### config.mk
export PLATFORM = sky130hd
export DESIGN_NAME = dsa_job_sequencer
export DESIGN_NICKNAME = d
export VERILOG_FILES = /design/src/rtl/dsa_pkg.sv /design/src/rtl/dsa_out_skid.sv /design/src/rtl/dsa_job_sequencer.sv
export SDC_FILE = /design/constraint.sdc
export NUM_CORES = 1
export LEC_CHECK = 0
export ABC_AREA = 1
export CORE_UTILIZATION = 25
export DETAILED_ROUTE_END_ITERATION = 12
export DONT_BUFFER_PORTS = 1
export MAX_ROUTING_LAYER = met4
export PLACE_DENSITY_LB_ADDON = 0.3
export SYNTH_ARGS = -nofsm -noshare
export SYNTH_HDL_FRONTEND = slang
export SYNTH_SLANG_ARGS = --single-unit
### constraint.sdc
create_clock -name clk -period 2.85 [get_ports clk]
set_input_delay 0.57 -clock clk [delete_from_list [all_inputs] [get_ports clk]]
set_output_delay 0.57 -clock clk [all_outputs]
set_load 0.005 [all_outputs]
### src/rtl/dsa_pkg.sv
// Shared definitions for the DSA register-bus job sequencer: register map,
// STATUS bit positions, sequencer state encoding and the input word-count helper.
`timescale 1ns/1ps
package dsa_pkg;

    localparam logic [15:0] DSA_CTRL     = 16'h0000;
    localparam logic [15:0] DSA_STATUS   = 16'h0001;
    localparam logic [15:0] DSA_IMG_W    = 16'h0002;
    localparam logic [15:0] DSA_IMG_H    = 16'h0003;
    localparam logic [15:0] DSA_SCALE    = 16'h0004;
    localparam logic [15:0] DSA_IN_ADDR  = 16'h0020;
    localparam logic [15:0] DSA_IN_DATA  = 16'h0021;
    localparam logic [15:0] DSA_OUT_ADDR = 16'h0030;
    localparam logic [15:0] DSA_OUT_DATA = 16'h0031;

    localparam int STATUS_BUSY_BIT = 0;
    localparam int STATUS_DONE_BIT = 1;

    typedef enum logic [3:0] {
        ST_IDLE,
        ST_CFG,
        ST_LOAD,
        ST_START,
        ST_WAIT_BUSY,
        ST_WAIT_DONE,
        ST_RDPTR,
        ST_READ
    } dsa_seq_state_e;

    // Packed 4-pixel words needed for a w x h image, capped at what the core can hold.
    function automatic logic [31:0] calc_in_words(input logic [15:0] w,
                                                  input logic [15:0] h,
                                                  input logic [31:0] max_words);
        logic [31:0] prod;
        logic [31:0] words;
        prod  = 32'(w) * 32'(h);
        words = (prod + 32'd3) >> 2;
        return (words > max_words) ? max_words : words;
    endfunction

endpackage

### src/rtl/dsa_out_skid.sv
// One-entry valid/ready holding register between OUT_DATA bus reads and the output stream.
`timescale 1ns/1ps
module dsa_out_skid (
    input  logic        clk,
    input  logic        rst_n,
    input  logic        load,
    input  logic [31:0] load_data,
    input  logic        load_last,
    output logic        out_valid,
    input  logic        out_ready,
    output logic [31:0] out_data,
    output logic        out_last
);

    always_ff @(posedge clk or negedge rst_n) begin
        if (!rst_n) begin
            out_valid <= 1'b0;
            out_data  <= 32'd0;
            out_last  <= 1'b0;
        end else if (load) begin
            out_valid <= 1'b1;
            out_data  <= load_data;
            out_last  <= load_last;
        end else if (out_valid && out_ready) begin
            out_valid <= 1'b0;
        end
    end

endmodule

### src/rtl/dsa_job_sequencer.sv
// Register-bus master that runs one DSA downscale job: configure, stream input,
// start, poll STATUS, then drain OUT_DATA into a valid/ready stream.
`timescale 1ns/1ps
module dsa_job_sequencer
    import dsa_pkg::*;
#(
    parameter int ADDR_WIDTH   = 16,
    parameter int IMG_MAX_W    = 32,
    parameter int IMG_MAX_H    = 32,
    parameter int IN_GAP       = 4,
    parameter int POLL_TIMEOUT = 65535
) (
    input  logic                  clk,
    input  logic                  rst_n,
    input  logic                  job_valid,
    output logic                  job_ready,
    input  logic [15:0]           job_in_w,
    input  logic [15:0]           job_in_h,
    input  logic [15:0]           job_scale,
    input  logic [15:0]           job_out_words,
    input  logic                  in_valid,
    output logic                  in_ready,
    input  logic [31:0]           in_data,
    output logic                  out_valid,
    input  logic                  out_ready,
    output logic [31:0]           out_data,
    output logic                  out_last,
    output logic                  h_wr_en,
    output logic                  h_rd_en,
    output logic [ADDR_WIDTH-1:0] h_addr,
    output logic [31:0]           h_wdata,
    input  logic [31:0]           h_rdata,
    input  logic                  h_rvalid,
    output logic                  busy,
    output logic                  done_pulse,
    output logic                  err,
    output logic [31:0]           cyc_cnt
);

    localparam logic [31:0] MAX_WORDS = 32'((IMG_MAX_W * IMG_MAX_H + 3) >> 2);
    localparam logic [31:0] TMO_LAST  = 32'(POLL_TIMEOUT - 1);

    dsa_seq_state_e state;
    logic [15:0]    w_q, h_q, scale_q, out_words_q;
    logic [31:0]    words_left;
    logic [1:0]     cfg_idx;
    logic [7:0]     gap;
    logic [31:0]    tmo;
    logic [15:0]    rd_left;
    logic           last_pending;
    logic           rd_issue;
    logic           skid_load;

    assign job_ready = (state == ST_IDLE);
    assign busy      = (state != ST_IDLE);
    assign in_ready  = (state == ST_LOAD) && (gap == 8'd0) && (words_left != 32'd0) && in_valid;

    // A read is in flight whenever h_rd_en is high, so a new one waits until the holding register will be free.
    assign rd_issue  = (state == ST_READ) && !h_rd_en && (rd_left != 16'd0) && (!out_valid || out_ready);
    assign skid_load = (state == ST_READ) && h_rd_en && h_rvalid;

    dsa_out_skid u_skid (
        .clk       (clk),
        .rst_n     (rst_n),
        .load      (skid_load),
        .load_data (h_rdata),
        .load_last (last_pending),
        .out_valid (out_valid),
        .out_ready (out_ready),
        .out_data  (out_data),
        .out_last  (out_last)
    );

    always_ff @(posedge clk or negedge rst_n) begin
        if (!rst_n) begin
            state        <= ST_IDLE;
            w_q          <= 16'd0;
            h_q          <= 16'd0;
            scale_q      <= 16'd0;
            out_words_q  <= 16'd0;
            words_left   <= 32'd0;
            cfg_idx      <= 2'd0;
            gap          <= 8'd0;
            tmo          <= 32'd0;
            rd_left      <= 16'd0;
            last_pending <= 1'b0;
            h_wr_en      <= 1'b0;
            h_rd_en      <= 1'b0;
            h_addr       <= '0;
            h_wdata      <= 32'd0;
            done_pulse   <= 1'b0;
            err          <= 1'b0;
            cyc_cnt      <= 32'd0;
        end else begin
            h_wr_en    <= 1'b0;
            h_rd_en    <= 1'b0;
            done_pulse <= 1'b0;
            if (state != ST_IDLE && cyc_cnt != 32'hFFFF_FFFF)
                cyc_cnt <= cyc_cnt + 32'd1;

            case (state)
                ST_IDLE: begin
                    if (job_valid) begin
                        w_q         <= job_in_w;
                        h_q         <= job_in_h;
                        scale_q     <= job_scale;
                        out_words_q <= job_out_words;
                        cyc_cnt     <= 32'd0;
                        if (job_in_w == 16'd0 || job_in_h == 16'd0 || job_scale == 16'd0) begin
                            err        <= 1'b1;
                            done_pulse <= 1'b1;
                        end else begin
                            err        <= 1'b0;
                            words_left <= calc_in_words(job_in_w, job_in_h, MAX_WORDS);
                            cfg_idx    <= 2'd0;
                            state      <= ST_CFG;
                        end
                    end
                end
                ST_CFG: begin
                    h_wr_en <= 1'b1;
                    case (cfg_idx)
                        2'd0:    begin h_addr <= ADDR_WIDTH'(DSA_IMG_W);   h_wdata <= 32'(w_q);     end
                        2'd1:    begin h_addr <= ADDR_WIDTH'(DSA_IMG_H);   h_wdata <= 32'(h_q);     end
                        2'd2:    begin h_addr <= ADDR_WIDTH'(DSA_SCALE);   h_wdata <= 32'(scale_q); end
                        default: begin h_addr <= ADDR_WIDTH'(DSA_IN_ADDR); h_wdata <= 32'd0;        end
                    endcase
                    cfg_idx <= cfg_idx + 2'd1;
                    if (cfg_idx == 2'd3) begin
                        gap   <= 8'd0;
                        state <= ST_LOAD;
                    end
                end
                ST_LOAD: begin
                    if (gap != 8'd0)
                        gap <= gap - 8'd1;
                    if (in_ready) begin
                        h_wr_en    <= 1'b1;
                        h_addr     <= ADDR_WIDTH'(DSA_IN_DATA);
                        h_wdata    <= in_data;
                        gap        <= 8'(IN_GAP);
                        words_left <= words_left - 32'd1;
                    end else if (words_left == 32'd0 && gap == 8'd0) begin
                        state <= ST_START;
                    end
                end
                ST_START: begin
                    h_wr_en <= 1'b1;
                    h_addr  <= ADDR_WIDTH'(DSA_CTRL);
                    h_wdata <= 32'd1;
                    tmo     <= 32'd0;
                    state   <= ST_WAIT_BUSY;
                end
                ST_WAIT_BUSY, ST_WAIT_DONE: begin
                    tmo <= tmo + 32'd1;
                    if (tmo == TMO_LAST) begin
                        err        <= 1'b1;
                        done_pulse <= 1'b1;
                        state      <= ST_IDLE;
                    end else begin
                        h_rd_en <= 1'b1;
                        h_addr  <= ADDR_WIDTH'(DSA_STATUS);
                        if (h_rd_en && h_rvalid) begin
                            if (state == ST_WAIT_BUSY && h_rdata[STATUS_BUSY_BIT]) begin
                                state <= ST_WAIT_DONE;
                            end else if ((state == ST_WAIT_BUSY && h_rdata[STATUS_DONE_BIT]) ||
                                         (state == ST_WAIT_DONE && !h_rdata[STATUS_BUSY_BIT])) begin
                                h_rd_en <= 1'b0;
                                state   <= ST_RDPTR;
                            end
                        end
                    end
                end
                ST_RDPTR: begin
                    if (out_words_q == 16'd0) begin
                        done_pulse <= 1'b1;
                        state      <= ST_IDLE;
                    end else begin
                        h_wr_en <= 1'b1;
                        h_addr  <= ADDR_WIDTH'(DSA_OUT_ADDR);
                        h_wdata <= 32'd0;
                        rd_left <= out_words_q;
                        state   <= ST_READ;
                    end
                end
                ST_READ: begin
                    if (rd_issue) begin
                        h_rd_en      <= 1'b1;
                        h_addr       <= ADDR_WIDTH'(DSA_OUT_DATA);
                        rd_left      <= rd_left - 16'd1;
                        last_pending <= (rd_left == 16'd1);
                    end
                    if (out_valid && out_ready && out_last) begin
                        done_pulse <= 1'b1;
                        state      <= ST_IDLE;
                    end
                end
                default: state <= ST_IDLE;
            endcase
        end
    end

endmodule

==> results of run 1 <==
[cells in the final DEF (no fill, tap or decap), types with 12 or more instances in the layout]
cell type,count
sky130_fd_sc_hd__nor2_4,23
sky130_fd_sc_hd__dfrtp_1,265
sky130_fd_sc_hd__nor4_1,30
sky130_fd_sc_hd__nor2_2,18
sky130_fd_sc_hd__ha_4,13
sky130_fd_sc_hd__o21ai_0,88
sky130_fd_sc_hd__ha_1,105
sky130_fd_sc_hd__nor2_1,190
sky130_fd_sc_hd__fa_2,15
sky130_fd_sc_hd__nand4_1,35
sky130_fd_sc_hd__nor3_1,42
sky130_fd_sc_hd__a21oi_1,118
sky130_fd_sc_hd__fa_1,180
sky130_fd_sc_hd__a22o_1,17
sky130_fd_sc_hd__xnor2_1,12
sky130_fd_sc_hd__nand3_1,103
sky130_fd_sc_hd__nand2_2,41
sky130_fd_sc_hd__nand2_1,824
sky130_fd_sc_hd__buf_4,89
sky130_fd_sc_hd__mux2_2,32
sky130_fd_sc_hd__nand2_4,15
sky130_fd_sc_hd__inv_2,41
sky130_fd_sc_hd__clkbuf_16,35
sky130_fd_sc_hd__o21ai_1,47
sky130_fd_sc_hd__xor2_1,30
sky130_fd_sc_hd__o31ai_1,12
sky130_fd_sc_hd__inv_1,589
[through the flow]
step	cell area [um^2]	total power [W]	setup WS [ps]	setup TNS [ps]
2_1_floorplan	24380	0.02537	-2708	-24200
5_1_grt	26970	0.04422	-2630	-23210
3_3_place_gp	25410	0.03374	-2990	-26610
4_1_cts	26770	0.03974	-2318	-20670
3_5_place_dp	25410	0.03374	-2964	-26540
6_report	26970	0.03997	-2423	-21370
[routing by layer]
layer / GRT usage / wire (um)
met2: 0.2435 / 32080
met3: 0.03689 / 5486
met1: 0.2083 / 32720
met4: 0.03598 / 1365
met5: - / 0
[worst max-delay path: cells and delay by family]
kind	cells	cell delay [ps]
fa+ha+maj	7	3350
simple gates	13	1300
buf+inv	8	490
[sequential cells by signal, indices dropped and copies added, names as in the netlist, 5 cells and up]
signal / cells
cyc_cnt: 32
gap: 8
h_addr: 5
h_q: 16
h_wdata: 32
out_words_q: 16
rd_left: 16
scale_q: 16
tmo: 32
u_skid.out_data: 32
w_q: 16
words_left: 32
[repair_timing]
item,CTS,global route
pin swaps,34,22
cloned,2,0
hold endpoints to repair,265,265
setup buffers,4,5
resized for setup,56,46
setup endpoints to repair,10,21
[path summary, 6_finish.rpt]
kind,from,endpoint
setup / recovery,job_in_h[6],words_left[8]
max in group asynchronous,rst_n,cyc_cnt[9]
hold / removal,rst_n,out_words_q[10]
min in group clk,job_valid,cyc_cnt[30]
setup reg to reg,state[1],words_left[8]
hold reg to reg,h_q[9],h_q[9]
[power breakdown]
group          total [W]  internal (W)  leakage (nW)  switching (W)
logic             0.0295        0.0123          9.82         0.0171
registers        0.00610       0.00501          3.47        0.00109
clock network    0.00442       0.00261         0.553        0.00181
[kinds of logic (layout without fill, tap and decap cells)]
kind of cell / count (synthesis) / count (layout) / share of synthesized area
AOI/OAI and AO/OA: 328 / 328 / 0.07815
xor gates and xnor gates: 46 / 46 / 0.01726
adders and majority gates: 313 / 313 / 0.2305
buffers and inverters: 768 / 787 / 0.1282
DFF: 265 / 265 / 0.2841
muxes: 33 / 33 / 0.01587
other: 1 / 14 / 0.0001606
and+or+nand+nor: 1365 / 1367 / 0.2459
[final cells by class]
class                   count  area, um^2  share of cell area
flip-flops and latches    265        6631              0.2458
diodes                      3       7.507           0.0002783
repair buffers             94       750.7             0.02783
well taps                1243        1555             0.05766
multi-input cells        2098       14520              0.5383
clock inverters            13       145.1            0.005381
clock buffers              46       977.2             0.03623
inverters                 634        2386             0.08846
==> results_dict.tcl, run 1 <==
set metrics [dict create \
    maxSlewViolCount 0 \
    hold_violations 265 \
    crit_arrival_ps 5710 \
    timing.hold.worst.class "primary input to async pin" \
    hold_ws_ps -262.6 \
    initial_utilization 0.2535 \
    synth_edf_count 0 \
    postSynthAreaPerCell_um2 7.484 \
    vias_per_cell 4.480 \
    leakage_nw 13.84 \
    vdd_ir_drop_max_mv 1.543 \
    clock.fmax_mhz 189.6 \
    ant_nets 0 \
    drt-total-wl_mm 71.65 \
    worst_path_largest_cell_delay_ps 550 \
    timing.reg2reg.setup_slack_ps 330 \
    num-fill-cells 10010 \
    fp.dieW_um 307.6 \
    top_level_ports 255 \
    synthDominantAreaCellType "sky130_fd_sc_hd__dfrtp_1" \
    skew_ps 29.68 \
    slew_headroom 0.4460 \
    placed_cells_incl_taps 4323 \
    drt_iter0_drc 1177 \
    worst_skew_pair.late_latency_ps 550 \
    utilization 0.2929 \
    route.vias.total 19690 \
    netlist_top_cells_area "sky130_fd_sc_hd__dfrtp_1 28%, sky130_fd_sc_hd__fa_1 17%, sky130_fd_sc_hd__nand2_1 14%" \
    cts.htree.levels 2 \
    fin_cells 4396 \
    post-route-min-period_ps 5273 \
    setup_ws_ps -2423 \
    grt.overflow.total 0 \
    number_of_buffers_created_by_cts 34 \
    cts_root_buffer "sky130_fd_sc_hd__clkbuf_16" \
    finalNetCount 3574 \
    rsz_0062_raised_after_global_routing "yes" \
    synthCells 3119 \
    max_cap_viol_count 0 \
    critPathCaptureType "register" \
    synth_flop_cell "sky130_fd_sc_hd__dfrtp_1" \
    gpl.final_weighted_congestion 0.8813 \
    timing.final.crit_share 1.850 \
    critical_path_peak_fanout 18 \
    cts_tree "built" \
    die_h_um 307.6 \
    place.port_buffers 0 \
    netlist_top_cells_count "875 x sky130_fd_sc_hd__nand2_1, 622 x sky130_fd_sc_hd__inv_1, 265 x sky130_fd_sc_hd__dfrtp_1" \
    setup_viol 9 \
    cp_slowest_cell "sky130_fd_sc_hd__fa_1" \
    dp_hpwl_mm 53.71 \
    violations "negative hold slack, negative setup slack" \
    rows 111 \
    result_of_the_run "complete, but fails checks" \
    post_route_cells_drive_above_1_share 0.1244 \
    synth_warnings 0 \
    clkTransAtPathRegs_ps 60 \
    synth.ff_latch_count 265 \
    drt-pass1-iter-count 7 \
    most_numerous_cell_in_the_yosys_netlist "sky130_fd_sc_hd__nand2_1" \
    ys_async_sr_fraction 1.000 \
    detail_route.drc_violations 0 \
    worstMarginPinSlew_ps 831.0 \
    power_density_nw_per_um2 1482 \
    die-area_um2 94600 \
    area.growth.synth_to_final_pct 15.55 \
    max-clock-path-buffers 3 \
    grt_antenna_before_repair 4 \
    grt_pass1_vias 19920 \
    synth.lib_cells_used.distinct 55 \
    wire_per_inst_um 16.30 \
    fp.coreArea_um2 92080 \
    grt_first_pass_wirelength_mm 113.8 \
    syn_area_um2 23340 \
    maximum_number_of_pins_on_one_net_before_global_route_repair 266 \
    startpoint_class_of_the_critical_path "primary input" \
    depth_of_the_most_critical_reg_to_reg_path 11 \
    clkSinkCount 265 \
    groute.usage.overall 0.1577 \
    synth_seq_area_share 0.2841 \
    timing.setup.critical_path_class "primary input to register" \
    critical_path_required_ps 3280 \
    netlist.area_leader.share 0.2841 \
]
Note: power is estimated with default switching activity, not from simulation.
==> run 2: changes to the inputs <==
==> constraint.sdc (replaced) <==
create_clock -name clk -period 6.5 [get_ports clk]
set_input_delay 1.3 -clock clk [delete_from_list [all_inputs] [get_ports clk]]
set_output_delay 1.3 -clock clk [all_outputs]
set_load 0.005 [all_outputs]
==> run 2 against run 1 <==
Net effect: the flow now finishes without violations; register-to-register slack improved by 2700 ps; combinational power fell by 63%; sequential cell count did not move; clock power fell by 57%; hold slack improved by 730 ps; global-route usage rose by 0.056 points; clock-buffer cell count did not move; routed wire length rose by 0.40%; largest cell class unchanged.
==> results_dict.tcl, run 2 (same netlist as run 1, synthesis figures left out) <==
set metrics [dict create \
    result_of_the_run "finished clean" \
    rsz_0062_raised_after_global_routing "no" \
    setup.worst_path.end "words_left[2]" \
    utilization 0.2809 \
    number_of_buffers_created_by_cts 34 \
    skew_ps 31.55 \
    grt_first_pass_wirelength_mm 113.4 \
    critical_path_peak_fanout 18 \
    hold_fix_buffer_count_after_cts 0 \
    timing.reg2reg.setup_slack_ps 3000 \
    fp.dieW_um 307.6 \
    cp_slowest_cell "sky130_fd_sc_hd__fa_1" \
    worst_path_largest_cell_delay_ps 560 \
    ant_nets 0 \
    area.growth.synth_to_final_pct 10.80 \
    crit_arrival_ps 6670 \
    post_route_cells_drive_above_1_share 0.06509 \
    clkSinkCount 265 \
    hold_ws_ps 464.6 \
    place.port_buffers 0 \
    critical_path_required_ps 6960 \
    gpl.final_weighted_congestion 0.8976 \
    route.vias.total 19350 \
    maximum_number_of_pins_on_one_net_before_global_route_repair 266 \
    cp-startpoint "job_in_w[3]" \
    top_level_ports 255 \
    vdd_ir_drop_max_mv 0.4521 \
    power_density_nw_per_um2 593.8 \
    fp.coreArea_um2 92080 \
    timing.hold.worst.class "primary input to async pin" \
    depth_of_the_most_critical_reg_to_reg_path 9 \
    die-area_um2 94600 \
    leakage_nw 13.43 \
    number_of_setup_buffers_added_after_cts 0 \
    max_cap_viol_count 0 \
    drt-total-wl_mm 71.94 \
    worst_skew_pair.late_latency_ps 550 \
    final_cell_mix "868 x sky130_fd_sc_hd__nand2_1, 622 x sky130_fd_sc_hd__inv_1, 265 x sky130_fd_sc_hd__dfrtp_1" \
    critical_path.reg2reg.startpoint "state[1]" \
    finalNetCount 3511 \
    timing.setup.critical_path_class "primary input to register" \
    startpoint_class_of_the_critical_path "primary input" \
    grt_antenna_before_repair 7 \
    slew_headroom 0.2494 \
    groute.usage.overall 0.1582 \
    cts_tree "built" \
    timing.final.crit_share 0.9554 \
    die_h_um 307.6 \
    drt-pass1-iter-count 5 \
    max-clock-path-buffers 3 \
    grt_pass1_vias 19650 \
    critPathCaptureType "register" \
    clock.fmax_mhz 161.0 \
    most_common_cell_after_layout_fill_and_taps_aside "sky130_fd_sc_hd__nand2_1" \
    setup_viol 0 \
    worstMarginPinSlew_ps 1124 \
    drt_iter0_drc 1241 \
    detail_route.drc_violations 0 \
    wire_per_inst_um 16.59 \
    r2r_end "w_q[0]" \
    hold_violations 0 \
    rows 111 \
    vias_per_cell 4.464 \
    cts.htree.levels 2 \
    maxSlewViolCount 0 \
    post-route-min-period_ps 6210 \
    cts_root_buffer "sky130_fd_sc_hd__clkbuf_16" \
    clkTransAtPathRegs_ps 60 \
    dp_hpwl_mm 53.14 \
    initial_utilization 0.2535 \
    grt.overflow.total 0 \
]
==> run 2: worst min-delay path by stage <==
stage,end,slack (ps)
finish,rd_left[7],460
global route,out_words_q[7],430
CTS,rd_left[2],420
detailed placement,scale_q[15],460
global placement,scale_q[13],460
floorplan,tmo[31],440
==> run 2: what timing repair did <==
item | 4_1_cts | 5_1_grt
resized for setup | 0 | 7
endpoints found under the hold margin | 0 | 0
setup endpoints to repair | 0 | 6
==> run 2: metrics by stage <==
step / cell area, um^2 / worst slack, ps / power (W) / setup TNS [ps] / instances
after detailed placement: 24730 / -276.4 / 0.01347 / -2265 / 4270
after global placement: 24730 / -284.5 / 0.01345 / -2179 / 4270
after global routing: 25860 / 18.28 / 0.01714 / 0 / 4335
after CTS: 25830 / 295.9 / 0.01549 / 0 / 4330
after floorplan: 23770 / 0.4410 / 0.01022 / 0 / 3129
final: 25860 / 289.8 / 0.01536 / 0 / 4335
==> run 2: critical path: cells and delay by family <==
kind	cells	cell delay, ps
buf+inv	6	350
compound gates	1	130
simple gates	13	1450
fa+ha+maj	7	3420
==> run 2: area by class of cell <==
type / instances / area (um^2)
sequential: 265 / 6631
multi-input combinational: 2097 / 13950
antenna: 4 / 10.01
clock inverter: 14 / 125.1
tap: 1243 / 1555
clock buffer: 46 / 975.9
timing repair buffer: 32 / 240.2
inverter: 634 / 2381
fill: 10070 / 66210
==> run 2: layer usage <==
layer  vias to the layer above  global-route usage  wire length, um
met1                      9254              0.2077            33420
met2                       561              0.2410            31190
met3                        96             0.04129             5816
met5                         -                   -                0
li1                       9440                   -                -
met4                         0             0.04003             1508
==> run 2: power breakdown <==
group / total [W] / internal, W / switching, W
logic: 0.0108 / 0.00425 / 0.00653
registers: 0.00270 / 0.00220 / 0.000497
clock network: 0.00188 / 0.00110 / 0.000783
==> run 3: changes to the inputs <==
--- a/config.mk
+++ b/config.mk
@@ -6,7 +6,7 @@
 export NUM_CORES = 1
 export LEC_CHECK = 0
 export ABC_AREA = 1
-export CORE_UTILIZATION = 25
+export CORE_UTILIZATION = 40
 export DETAILED_ROUTE_END_ITERATION = 12
 export DONT_BUFFER_PORTS = 1
 export MAX_ROUTING_LAYER = met4
==> run 3 against run 2 <==
Net effect: clock power down 13%; global-route usage is 6.2 points higher; utilization rose by 15 points; combinational power about the same; sequential power decreased by 2%; first-iteration DRC count up 5.6%; hold slack lost 43 ps; routed wire length shrank 13%; final area shrank 2.9%; critical endpoint is now words_left[8]; largest cell class unchanged.
==> results_dict.tcl, run 3 (same netlist as run 1, synthesis figures left out) <==
set metrics [dict create \
    setup_viol 0 \
    max_cap_viol_count 0 \
    post_route_cells_drive_above_1_share 0.06329 \
    pre_cts_ws_ps -214.9 \
    power_density_nw_per_um2 597.0 \
    hold_fix_buffer_count_after_cts 0 \
    num-fill-cells 5901 \
    maxSlewViolCount 0 \
    die-area_um2 59330 \
    fp.coreArea_um2 57700 \
    fp.dieW_um 243.6 \
    drt_iter0_drc 1310 \
    timing.final.crit_share 0.9461 \
    hold_violations 0 \
    rows 88 \
    slew_headroom 0.3316 \
    cts_root_buffer "sky130_fd_sc_hd__clkbuf_16" \
    grt.overflow.total 0 \
    drt-total-wl_mm 62.50 \
    vdd_ir_drop_max_mv 0.5913 \
    post-route-min-period_ps 6149 \
    result_of_the_run "finished clean" \
    gpl.final_weighted_congestion 0.9204 \
    die_h_um 243.6 \
    worst_skew_pair.late_latency_ps 570 \
    critical_path_peak_fanout 18 \
    place.port_buffers 0 \
    maximum_number_of_pins_on_one_net_before_global_route_repair 266 \
    ant_nets 0 \
    max-clock-path-buffers 3 \
    initial_utilization 0.4046 \
    detail_route.drc_violations 0 \
    leakage_nw 13.35 \
    route.vias.total 19290 \
    critical_path_required_ps 6950 \
    design_power_total_w 0.01500 \
    skew_ps 22.45 \
    number_of_buffers_created_by_cts 27 \
    most_common_cell_after_layout_fill_and_taps_aside "sky130_fd_sc_hd__nand2_1" \
    area.growth.synth_to_final_pct 7.616 \
    drt-pass1-iter-count 5 \
    final_cell_mix "867 x sky130_fd_sc_hd__nand2_1, 622 x sky130_fd_sc_hd__inv_1, 265 x sky130_fd_sc_hd__dfrtp_1" \
    vias_per_cell 5.016 \
    worstMarginPinSlew_ps 1002 \
    timing.setup.critical_path_class "primary input to register" \
    finalNetCount 3507 \
    clock.fmax_mhz 162.6 \
    groute.usage.overall 0.2201 \
    startpoint_class_of_the_critical_path "primary input" \
    diodes 0 \
    grt_pass1_vias 19060 \
    crit_arrival_ps 6600 \
    dp_hpwl_mm 46.51 \
    final.setup.tns_ps 0 \
    critPathCaptureType "register" \
    wire_per_inst_um 16.25 \
    top_level_ports 255 \
    clkTransAtPathRegs_ps 70 \
    setup_ws_ps 350.6 \
    timing.reg2reg.setup_slack_ps 3190 \
    cts_tree "built" \
    grt_antenna_before_repair 0 \
    cts.htree.levels 1 \
    grt_first_pass_wirelength_mm 102.1 \
    timing.hold.worst.class "primary input to async pin" \
    clkSinkCount 265 \
]
-- run 3: area by class of cell --
type                            instances  area [um^2]  area share
Multi-Input combinational cell       2097        13950      0.5552
Clock inverter                         17        182.7    0.007272
Inverter                              634         2381     0.09478
Tap cell                              765        957.2     0.03810
Timing Repair Buffer                   35        262.8     0.01046
Sequential cell                       265         6631      0.2640
Clock buffer                           33        758.2     0.03018
-- run 3: stage by stage --
| step | hold WS [ps] | instances | utilization | cell area [um^2] |
|---|---|---|---|---|
| floorplan | 440.2 | 3129 | - | 23770 |
| global placement | 453.0 | 3794 | 0.4185 | 24140 |
| detailed placement | 458.5 | 3794 | 0.4185 | 24140 |
| CTS | 402.0 | 3844 | 0.4348 | 25090 |
| global route | 404.5 | 3846 | 0.4354 | 25120 |
| finish | 421.2 | 3846 | 0.4354 | 25120 |
-- run 3: power by group --
group | switching [W] | internal (W) | total [W]
Sequential | 0.000455 | 0.00220 | 0.00265
Clock | 0.000716 | 0.000923 | 0.00164
Combinational | 0.00639 | 0.00432 | 0.0107
-- run 3: repair_timing --
item / 4_1_cts / 5_1_grt
buffers inserted: 0 / 1
gates resized for setup: 0 / 6
setup endpoints to repair: 0 / 6
-- run 3: path summary, 6_finish.rpt --
check / from / end / cells past startpoint
setup / recovery: job_in_w[5] / words_left[8] / 28
setup reg to reg: words_left[0] / h_wdata[18] / 13
min in group clk: h_q[6] / h_q[6] / 2
hold / removal: rst_n / cyc_cnt[21] / 0
max in group asynchronous: rst_n / h_wdata[20] / 0
hold reg to reg: h_q[6] / h_q[6] / 2
-- run 3: layer usage --
layer	wire length, um	vias up	share of wire	track usage
met1	27310	9260	0.44	0.2839
met2	29460	513	0.47	0.3606
li1	-	9415	-	-
met4	1942	0	0.031	0.06875
met3	3783	104	0.061	0.02666
met5	0	-	0	-
-- run 3: critical path: stages --
cell,delay [ps]
sky130_fd_sc_hd__nand2_1,40
sky130_fd_sc_hd__inv_1,50
sky130_fd_sc_hd__fa_1,520
sky130_fd_sc_hd__inv_1,50
sky130_fd_sc_hd__fa_1,560
sky130_fd_sc_hd__fa_1,440
sky130_fd_sc_hd__fa_1,490
sky130_fd_sc_hd__inv_1,50
sky130_fd_sc_hd__fa_1,520
sky130_fd_sc_hd__inv_1,50
sky130_fd_sc_hd__fa_1,590
sky130_fd_sc_hd__inv_1,90
sky130_fd_sc_hd__ha_4,290
sky130_fd_sc_hd__nand2_1,120
sky130_fd_sc_hd__nor2_2,190
sky130_fd_sc_hd__nand2_1,80
sky130_fd_sc_hd__nor2_1,100
sky130_fd_sc_hd__nand2_1,80
sky130_fd_sc_hd__nand3_1,90
sky130_fd_sc_hd__nand2_1,50
sky130_fd_sc_hd__nand2_1,70
sky130_fd_sc_hd__nand2_1,50
sky130_fd_sc_hd__nor2_1,130
sky130_fd_sc_hd__nand2_2,120
sky130_fd_sc_hd__nor2_4,230
sky130_fd_sc_hd__nand3b_1,100
sky130_fd_sc_hd__nand2_1,70
sky130_fd_sc_hd__nand2_1,50
